### src/rtl/serial_uart_bridge.sv
// CPU-facing serial responder: bytes written by the CPU go out on an 8N1 UART TX line,
// and bytes arriving on the RX line are collected in a small show-ahead FIFO for the CPU.
module serial_uart_bridge #(
  parameter int unsigned CLKS_PER_BIT = 16,
  parameter int unsigned RX_DEPTH     = 4
) (
  input  logic       clock,
  input  logic       reset,
  input  logic [7:0] cpu_data_in,
  input  logic       cpu_wren_in,
  input  logic       cpu_rden_in,
  output logic [7:0] cpu_data_out,
  output logic       cpu_valid_out,
  output logic       cpu_ready_out,
  input  logic       uart_rx_in,
  output logic       uart_tx_out,
  output logic       rx_overrun_out
);

  localparam int unsigned CW = $clog2(CLKS_PER_BIT);
  localparam int unsigned AW = $clog2(RX_DEPTH);
  localparam logic [CW-1:0] BIT_LAST  = CW'(CLKS_PER_BIT - 1);
  localparam logic [CW-1:0] BIT_HALF  = CW'(CLKS_PER_BIT / 2 - 1);
  localparam logic [AW:0]   FIFO_FULL = (AW + 1)'(RX_DEPTH);

  typedef enum logic [1:0] {S_IDLE, S_START, S_DATA, S_STOP} uart_state_e;

  // TX path state
  uart_state_e   tx_state_q, tx_state_d;
  logic [CW-1:0] tx_cnt_q, tx_cnt_d;
  logic [2:0]    tx_bit_q, tx_bit_d;
  logic [7:0]    tx_shift_q, tx_shift_d;
  logic          tx_line_q, tx_line_d;
  logic          hold_full_q, hold_full_d;
  logic [7:0]    hold_data_q, hold_data_d;

  // RX path state
  logic          rx_meta_q, rx_meta_d;
  logic          rx_sync_q, rx_sync_d;
  logic          rx_prev_q, rx_prev_d;
  uart_state_e   rx_state_q, rx_state_d;
  logic [CW-1:0] rx_cnt_q, rx_cnt_d;
  logic [2:0]    rx_bit_q, rx_bit_d;
  logic [7:0]    rx_shift_q, rx_shift_d;
  logic          rx_ferr_q, rx_ferr_d;

  // RX FIFO state
  logic [7:0]    fifo_mem_q [RX_DEPTH];
  logic [7:0]    fifo_mem_d [RX_DEPTH];
  logic [AW-1:0] wr_ptr_q, wr_ptr_d;
  logic [AW-1:0] rd_ptr_q, rd_ptr_d;
  logic [AW:0]   count_q, count_d;
  logic          overrun_q, overrun_d;

  logic tx_accept;
  logic tx_load;
  logic rx_push;
  logic fifo_full;
  logic fifo_pop;
  logic push_ok;

  always_comb begin
    tx_state_d  = tx_state_q;
    tx_cnt_d    = tx_cnt_q;
    tx_bit_d    = tx_bit_q;
    tx_shift_d  = tx_shift_q;
    hold_full_d = hold_full_q;
    hold_data_d = hold_data_q;
    tx_load     = 1'b0;

    tx_accept = cpu_wren_in & ~hold_full_q;
    if (tx_accept) begin
      hold_full_d = 1'b1;
      hold_data_d = cpu_data_in;
    end

    case (tx_state_q)
      S_IDLE: begin
        if (hold_full_q) tx_load = 1'b1;
      end
      S_START: begin
        if (tx_cnt_q == BIT_LAST) begin
          tx_cnt_d   = '0;
          tx_bit_d   = '0;
          tx_state_d = S_DATA;
        end else begin
          tx_cnt_d = tx_cnt_q + CW'(1);
        end
      end
      S_DATA: begin
        if (tx_cnt_q == BIT_LAST) begin
          tx_cnt_d   = '0;
          tx_shift_d = {1'b0, tx_shift_q[7:1]};
          if (tx_bit_q == 3'd7) tx_state_d = S_STOP;
          else tx_bit_d = tx_bit_q + 3'd1;
        end else begin
          tx_cnt_d = tx_cnt_q + CW'(1);
        end
      end
      default: begin
        if (tx_cnt_q == BIT_LAST) begin
          tx_cnt_d = '0;
          if (hold_full_q) tx_load = 1'b1;
          else tx_state_d = S_IDLE;
        end else begin
          tx_cnt_d = tx_cnt_q + CW'(1);
        end
      end
    endcase

    // A load only happens with the holding register full, so it never collides with an accept.
    if (tx_load) begin
      tx_state_d  = S_START;
      tx_cnt_d    = '0;
      tx_shift_d  = hold_data_q;
      hold_full_d = 1'b0;
    end

    // Line level is registered from the current state, so it trails the state by one cycle.
    case (tx_state_q)
      S_START: tx_line_d = 1'b0;
      S_DATA:  tx_line_d = tx_shift_q[0];
      default: tx_line_d = 1'b1;
    endcase
  end

  always_comb begin
    rx_meta_d  = uart_rx_in;
    rx_sync_d  = rx_meta_q;
    rx_prev_d  = rx_sync_q;
    rx_state_d = rx_state_q;
    rx_cnt_d   = rx_cnt_q;
    rx_bit_d   = rx_bit_q;
    rx_shift_d = rx_shift_q;
    rx_ferr_d  = rx_ferr_q;
    rx_push    = 1'b0;

    case (rx_state_q)
      S_IDLE: begin
        if (rx_prev_q && !rx_sync_q) begin
          rx_state_d = S_START;
          rx_cnt_d   = '0;
          rx_bit_d   = '0;
        end
      end
      S_START: begin
        if (rx_cnt_q == BIT_HALF) begin
          rx_cnt_d   = '0;
          rx_state_d = rx_sync_q ? S_IDLE : S_DATA;
        end else begin
          rx_cnt_d = rx_cnt_q + CW'(1);
        end
      end
      S_DATA: begin
        if (rx_cnt_q == BIT_LAST) begin
          rx_cnt_d   = '0;
          rx_shift_d = {rx_sync_q, rx_shift_q[7:1]};
          if (rx_bit_q == 3'd7) rx_state_d = S_STOP;
          else rx_bit_d = rx_bit_q + 3'd1;
        end else begin
          rx_cnt_d = rx_cnt_q + CW'(1);
        end
      end
      default: begin
        if (rx_ferr_q) begin
          if (rx_sync_q) begin
            rx_ferr_d  = 1'b0;
            rx_state_d = S_IDLE;
          end
        end else if (rx_cnt_q == BIT_LAST) begin
          rx_cnt_d = '0;
          if (rx_sync_q) begin
            rx_push    = 1'b1;
            rx_state_d = S_IDLE;
          end else begin
            rx_ferr_d = 1'b1;
          end
        end else begin
          rx_cnt_d = rx_cnt_q + CW'(1);
        end
      end
    endcase
  end

  always_comb begin
    fifo_mem_d = fifo_mem_q;
    wr_ptr_d   = wr_ptr_q;
    rd_ptr_d   = rd_ptr_q;
    overrun_d  = overrun_q;

    fifo_full = (count_q == FIFO_FULL);
    fifo_pop  = cpu_rden_in && (count_q != '0);
    // When full, a simultaneous pop frees the head slot, which is where wr_ptr points.
    push_ok   = rx_push && (!fifo_full || fifo_pop);

    if (rx_push && fifo_full && !fifo_pop) overrun_d = 1'b1;
    if (push_ok) begin
      fifo_mem_d[wr_ptr_q] = rx_shift_q;
      wr_ptr_d = wr_ptr_q + AW'(1);
    end
    if (fifo_pop) rd_ptr_d = rd_ptr_q + AW'(1);
    count_d = count_q + (AW + 1)'(push_ok) - (AW + 1)'(fifo_pop);
  end

  always_ff @(posedge clock) begin
    if (reset) begin
      tx_state_q  <= S_IDLE;
      tx_cnt_q    <= '0;
      tx_bit_q    <= '0;
      tx_shift_q  <= '0;
      tx_line_q   <= 1'b1;
      hold_full_q <= 1'b0;
      hold_data_q <= '0;
      rx_meta_q   <= 1'b1;
      rx_sync_q   <= 1'b1;
      rx_prev_q   <= 1'b1;
      rx_state_q  <= S_IDLE;
      rx_cnt_q    <= '0;
      rx_bit_q    <= '0;
      rx_shift_q  <= '0;
      rx_ferr_q   <= 1'b0;
      fifo_mem_q  <= '{default: '0};
      wr_ptr_q    <= '0;
      rd_ptr_q    <= '0;
      count_q     <= '0;
      overrun_q   <= 1'b0;
    end else begin
      tx_state_q  <= tx_state_d;
      tx_cnt_q    <= tx_cnt_d;
      tx_bit_q    <= tx_bit_d;
      tx_shift_q  <= tx_shift_d;
      tx_line_q   <= tx_line_d;
      hold_full_q <= hold_full_d;
      hold_data_q <= hold_data_d;
      rx_meta_q   <= rx_meta_d;
      rx_sync_q   <= rx_sync_d;
      rx_prev_q   <= rx_prev_d;
      rx_state_q  <= rx_state_d;
      rx_cnt_q    <= rx_cnt_d;
      rx_bit_q    <= rx_bit_d;
      rx_shift_q  <= rx_shift_d;
      rx_ferr_q   <= rx_ferr_d;
      fifo_mem_q  <= fifo_mem_d;
      wr_ptr_q    <= wr_ptr_d;
      rd_ptr_q    <= rd_ptr_d;
      count_q     <= count_d;
      overrun_q   <= overrun_d;
    end
  end

  assign uart_tx_out    = tx_line_q;
  assign cpu_ready_out  = ~hold_full_q;
  assign cpu_valid_out  = (count_q != '0);
  assign cpu_data_out   = (count_q != '0) ? fifo_mem_q[rd_ptr_q] : '0;
  assign rx_overrun_out = overrun_q;

endmodule
### config.mk
export PLATFORM = sky130hd
export DESIGN_NAME = serial_uart_bridge
export DESIGN_NICKNAME = d
export VERILOG_FILES = /design/src/rtl/serial_uart_bridge.sv
export SDC_FILE = /design/constraint.sdc
export NUM_CORES = 1
export LEC_CHECK = 0
export CAP_MARGIN = 20
export CORE_UTILIZATION = 35
export DETAILED_ROUTE_END_ITERATION = 8
export SYNTH_ARGS = -nofsm -noshare
export SYNTH_HDL_FRONTEND = slang
export SYNTH_SLANG_ARGS = --single-unit
### constraint.sdc
create_clock -name clock -period 7.1 [get_ports clock]
set_clock_uncertainty 0.2 [all_clocks]
set_input_delay 1.42 -clock clock [delete_from_list [all_inputs] [get_ports clock]]
set_output_delay 1.42 -clock clock [all_outputs]
set_load 0.03 [all_outputs]
==> impl_metrics.tcl <==
set metrics [dict create \
    synthesis.area_sq_um 4110 \
    die_area_sq_um 12200 \
    cts_resized 0 \
    worstSkewPairLatency_ns 0.34 \
    cts_tree "done" \
    maxSlewHeadroom 0.368 \
    fillers 1113 \
    ys_types 50 \
    path_buf_inv 1 \
    routed_wl_um 7650 \
    wl_per_cell_um 13.2 \
    cp_slowest_stage_delay_ns 0.74 \
    hold_viol_final 0 \
    yosys.area_share.xor_xnor 0.0128 \
    drcViolationCount 0 \
    synth_edf_count 0 \
    switching_share 0.242 \
    rsz0062_at_grt "no" \
    die_w_um 110 \
    synth_top_cell_area_share 0.428 \
    antenna_left 0 \
    yosys.area_share.simple 0.220 \
    tightest_slew_ns 0.946 \
    gp_congestion 0.754 \
    crit_chain "mux4_2 > and2_1 > clkdlybuf4s50_1" \
    ys_seq_elements 88 \
    p_comb_frac 0.131 \
    synth-compound-area-share 0.0736 \
    rows 39 \
    critPathTopFamily "flip-flops" \
    ir_drop_mv 0.145 \
    intPower_mw 0.993 \
    tns_ns 0 \
    synth_nets 445 \
    cp-start-kind "register" \
    dr_total_vias 2886 \
    max_freq_mhz 247 \
    io_buffers 24 \
    cp.arrival_ns 2.43 \
    hold_buffers 0 \
    synth_fa_ha_area_frac 0.0536 \
    grt_pass1_wl_um 13300 \
    cap_violations 0 \
    grt_max_degree 56 \
    path_class "register to output port" \
    initial_core_util 0.360 \
    p_clk_frac 0.442 \
    stdcell_area_sq_um 4820 \
    power.switching_mw 0.317 \
    numCtsBuffers 9 \
    diodes 0 \
    drive_gt1_frac 0.0894 \
    fin_crit_ns 4.05 \
    p_per_area_nw_per_um2 272 \
    drv_slew 0 \
    clock_path_buffers 2 \
    cts_root_buf "clkbuf_16" \
    utilization 0.422 \
    grt_overflow_total 0 \
    via_per_inst 4.98 \
    dp_hpwl_um 5200 \
    ys_seq_area_frac 0.428 \
    clock-sinks 88 \
    ys.flop_type "dfxtp_1" \
    cp.required_ns 5.48 \
    core_region_area_sq_um 11400 \
    grt_pass1_vias 2899 \
    fp.dieH_um 110 \
    first_iter_violations 121 \
    placed_cell_area_sq_um 4450 \
    synth-async-reset-ratio 0 \
    path_clk_slew_ns 0.06 \
    muxShareOfSynthArea 0.183 \
    seqPwrFrac 0.427 \
    fin_crit_sh 0.571 \
    status "completed" \
    setup_viol 0 \
    end_kind "output port" \
    antenna_found_initial 0 \
    drtPass1Iterations 4 \
    cp_max_fo 10 \
    hold_path_class "register to register" \
    synth.area.top_cells "dfxtp_1 43%, mux2i_1 13%, nand2b_1 6.7%" \
    yosys_warnings 0 \
    grt_usage 0.142 \
    post_cts_buffers 0 \
    syn_area_per_cell_sq_um 9.91 \
    synth_top_family_by_area "simple AND/OR/NAND/NOR gates" \
    io_pins 25 \
    nNetsFinal 461 \
    layout_common_cells "88 x dfxtp_1, 55 x mux2i_1, 46 x nor2_1, 44 x nand2b_1, 23 x clkdlybuf4s50_1" \
    synth_largest_area_cell "dfxtp_1" \
    syn_inst 415 \
    cts_max_level 3 \
    final_common_cell "dfxtp_1" \
    area_growth_pct 17.3 \
    slowest_stage "dfxtp_1" \
    leakagePower_nw 1.96 \
]
[final timing paths]
kind                     from         endpoint  slack [ns]  cells past startpoint
setup / recovery  rd_ptr_q[0]  cpu_data_out[6]        3.05                      3
hold / removal      rx_meta_q        rx_prev_d        0.21                      1
setup reg to reg  rx_cnt_q[0]       count_q[2]        4.01                     12
hold reg to reg     rx_meta_q        rx_prev_d        0.21                      1
[area by class of cell]
type                       instances  area, sq um  share of cell area
clock buffer                      10          239              0.0496
tap                              143          179              0.0371
multi-input combinational        297         2230               0.463
timing repair buffer              25          243              0.0503
inverter                          10         37.5             0.00778
sequential                        88         1760               0.365
clock inverter                     6          130              0.0270
[stage by stage]
stage	total power, mW	setup slack, ns	hold WS (ns)	cells
CTS	1.33	3.00	0.209	579
floorplan	0.697	3.49	0.189	415
detailed placement	0.745	2.75	0.193	563
global placement	0.742	2.88	0.195	563
finish	1.31	3.05	0.212	579
global route	1.37	2.90	0.230	579
[registers in the layout, indices dropped and copies added, names as in the netlist]
name            count
rx_shift_q          8
hold_data_q         8
rx_bit_q            3
count_q             3
rx_ferr_q           1
hold_full_q         1
rx_meta_q           1
rx_prev_d           1
rd_ptr_q            2
tx_state_q          2
fifo_mem_q         32
uart_tx_out         1
wr_ptr_q            2
rx_cnt_q            4
tx_shift_q          8
rx_prev_q           1
tx_bit_q            3
rx_state_q          2
rx_overrun_out      1
tx_cnt_q            4
[logic make-up after synthesis]
logic type                 count (synthesis)
muxes                                     65
AOI/OAI and AO/OA                         42
xor gates and xnor gates                   6
adders and majority gates                 17
and+or+nand+nor                          167
DFF                                       88
buffers and inverters                     30
[Yosys cell counts (all sizes together) (2+ instances only)]
cell type  count
a22oi          3
nor2          47
xor2           2
inv           10
buf            5
o21ai          6
nand2b        44
dfxtp         88
a21oi          8
a2111oi        2
mux2i         55
nand3         14
nor2b         13
clkbuf        15
mux2           2
and2          12
a311oi         9
nor3           4
mux4           8
a31oi          2
nor4b          2
ha            16
nand2         16
and3           4
xnor2          4
or2            4
[power groups by stage]
stage          combinational, mW  clock (mW)  sequential [mW]
3_5_place_dp               0.174           0            0.571
4_1_cts                    0.175       0.591            0.560
5_1_grt                    0.193       0.612            0.566
6_report                   0.172       0.579            0.559
2_1_floorplan              0.153           0            0.544
3_3_place_gp               0.170           0            0.571
[routing by layer]
layer  vias up  wire length [um]  track usage
met2        37              3830        0.256
met4         0               117       0.0536
met3        13               221       0.0364
met1      1357              3480        0.160
met5         -                 0            0
li1       1479                 -            -
Power figures use the tool's default switching activity.
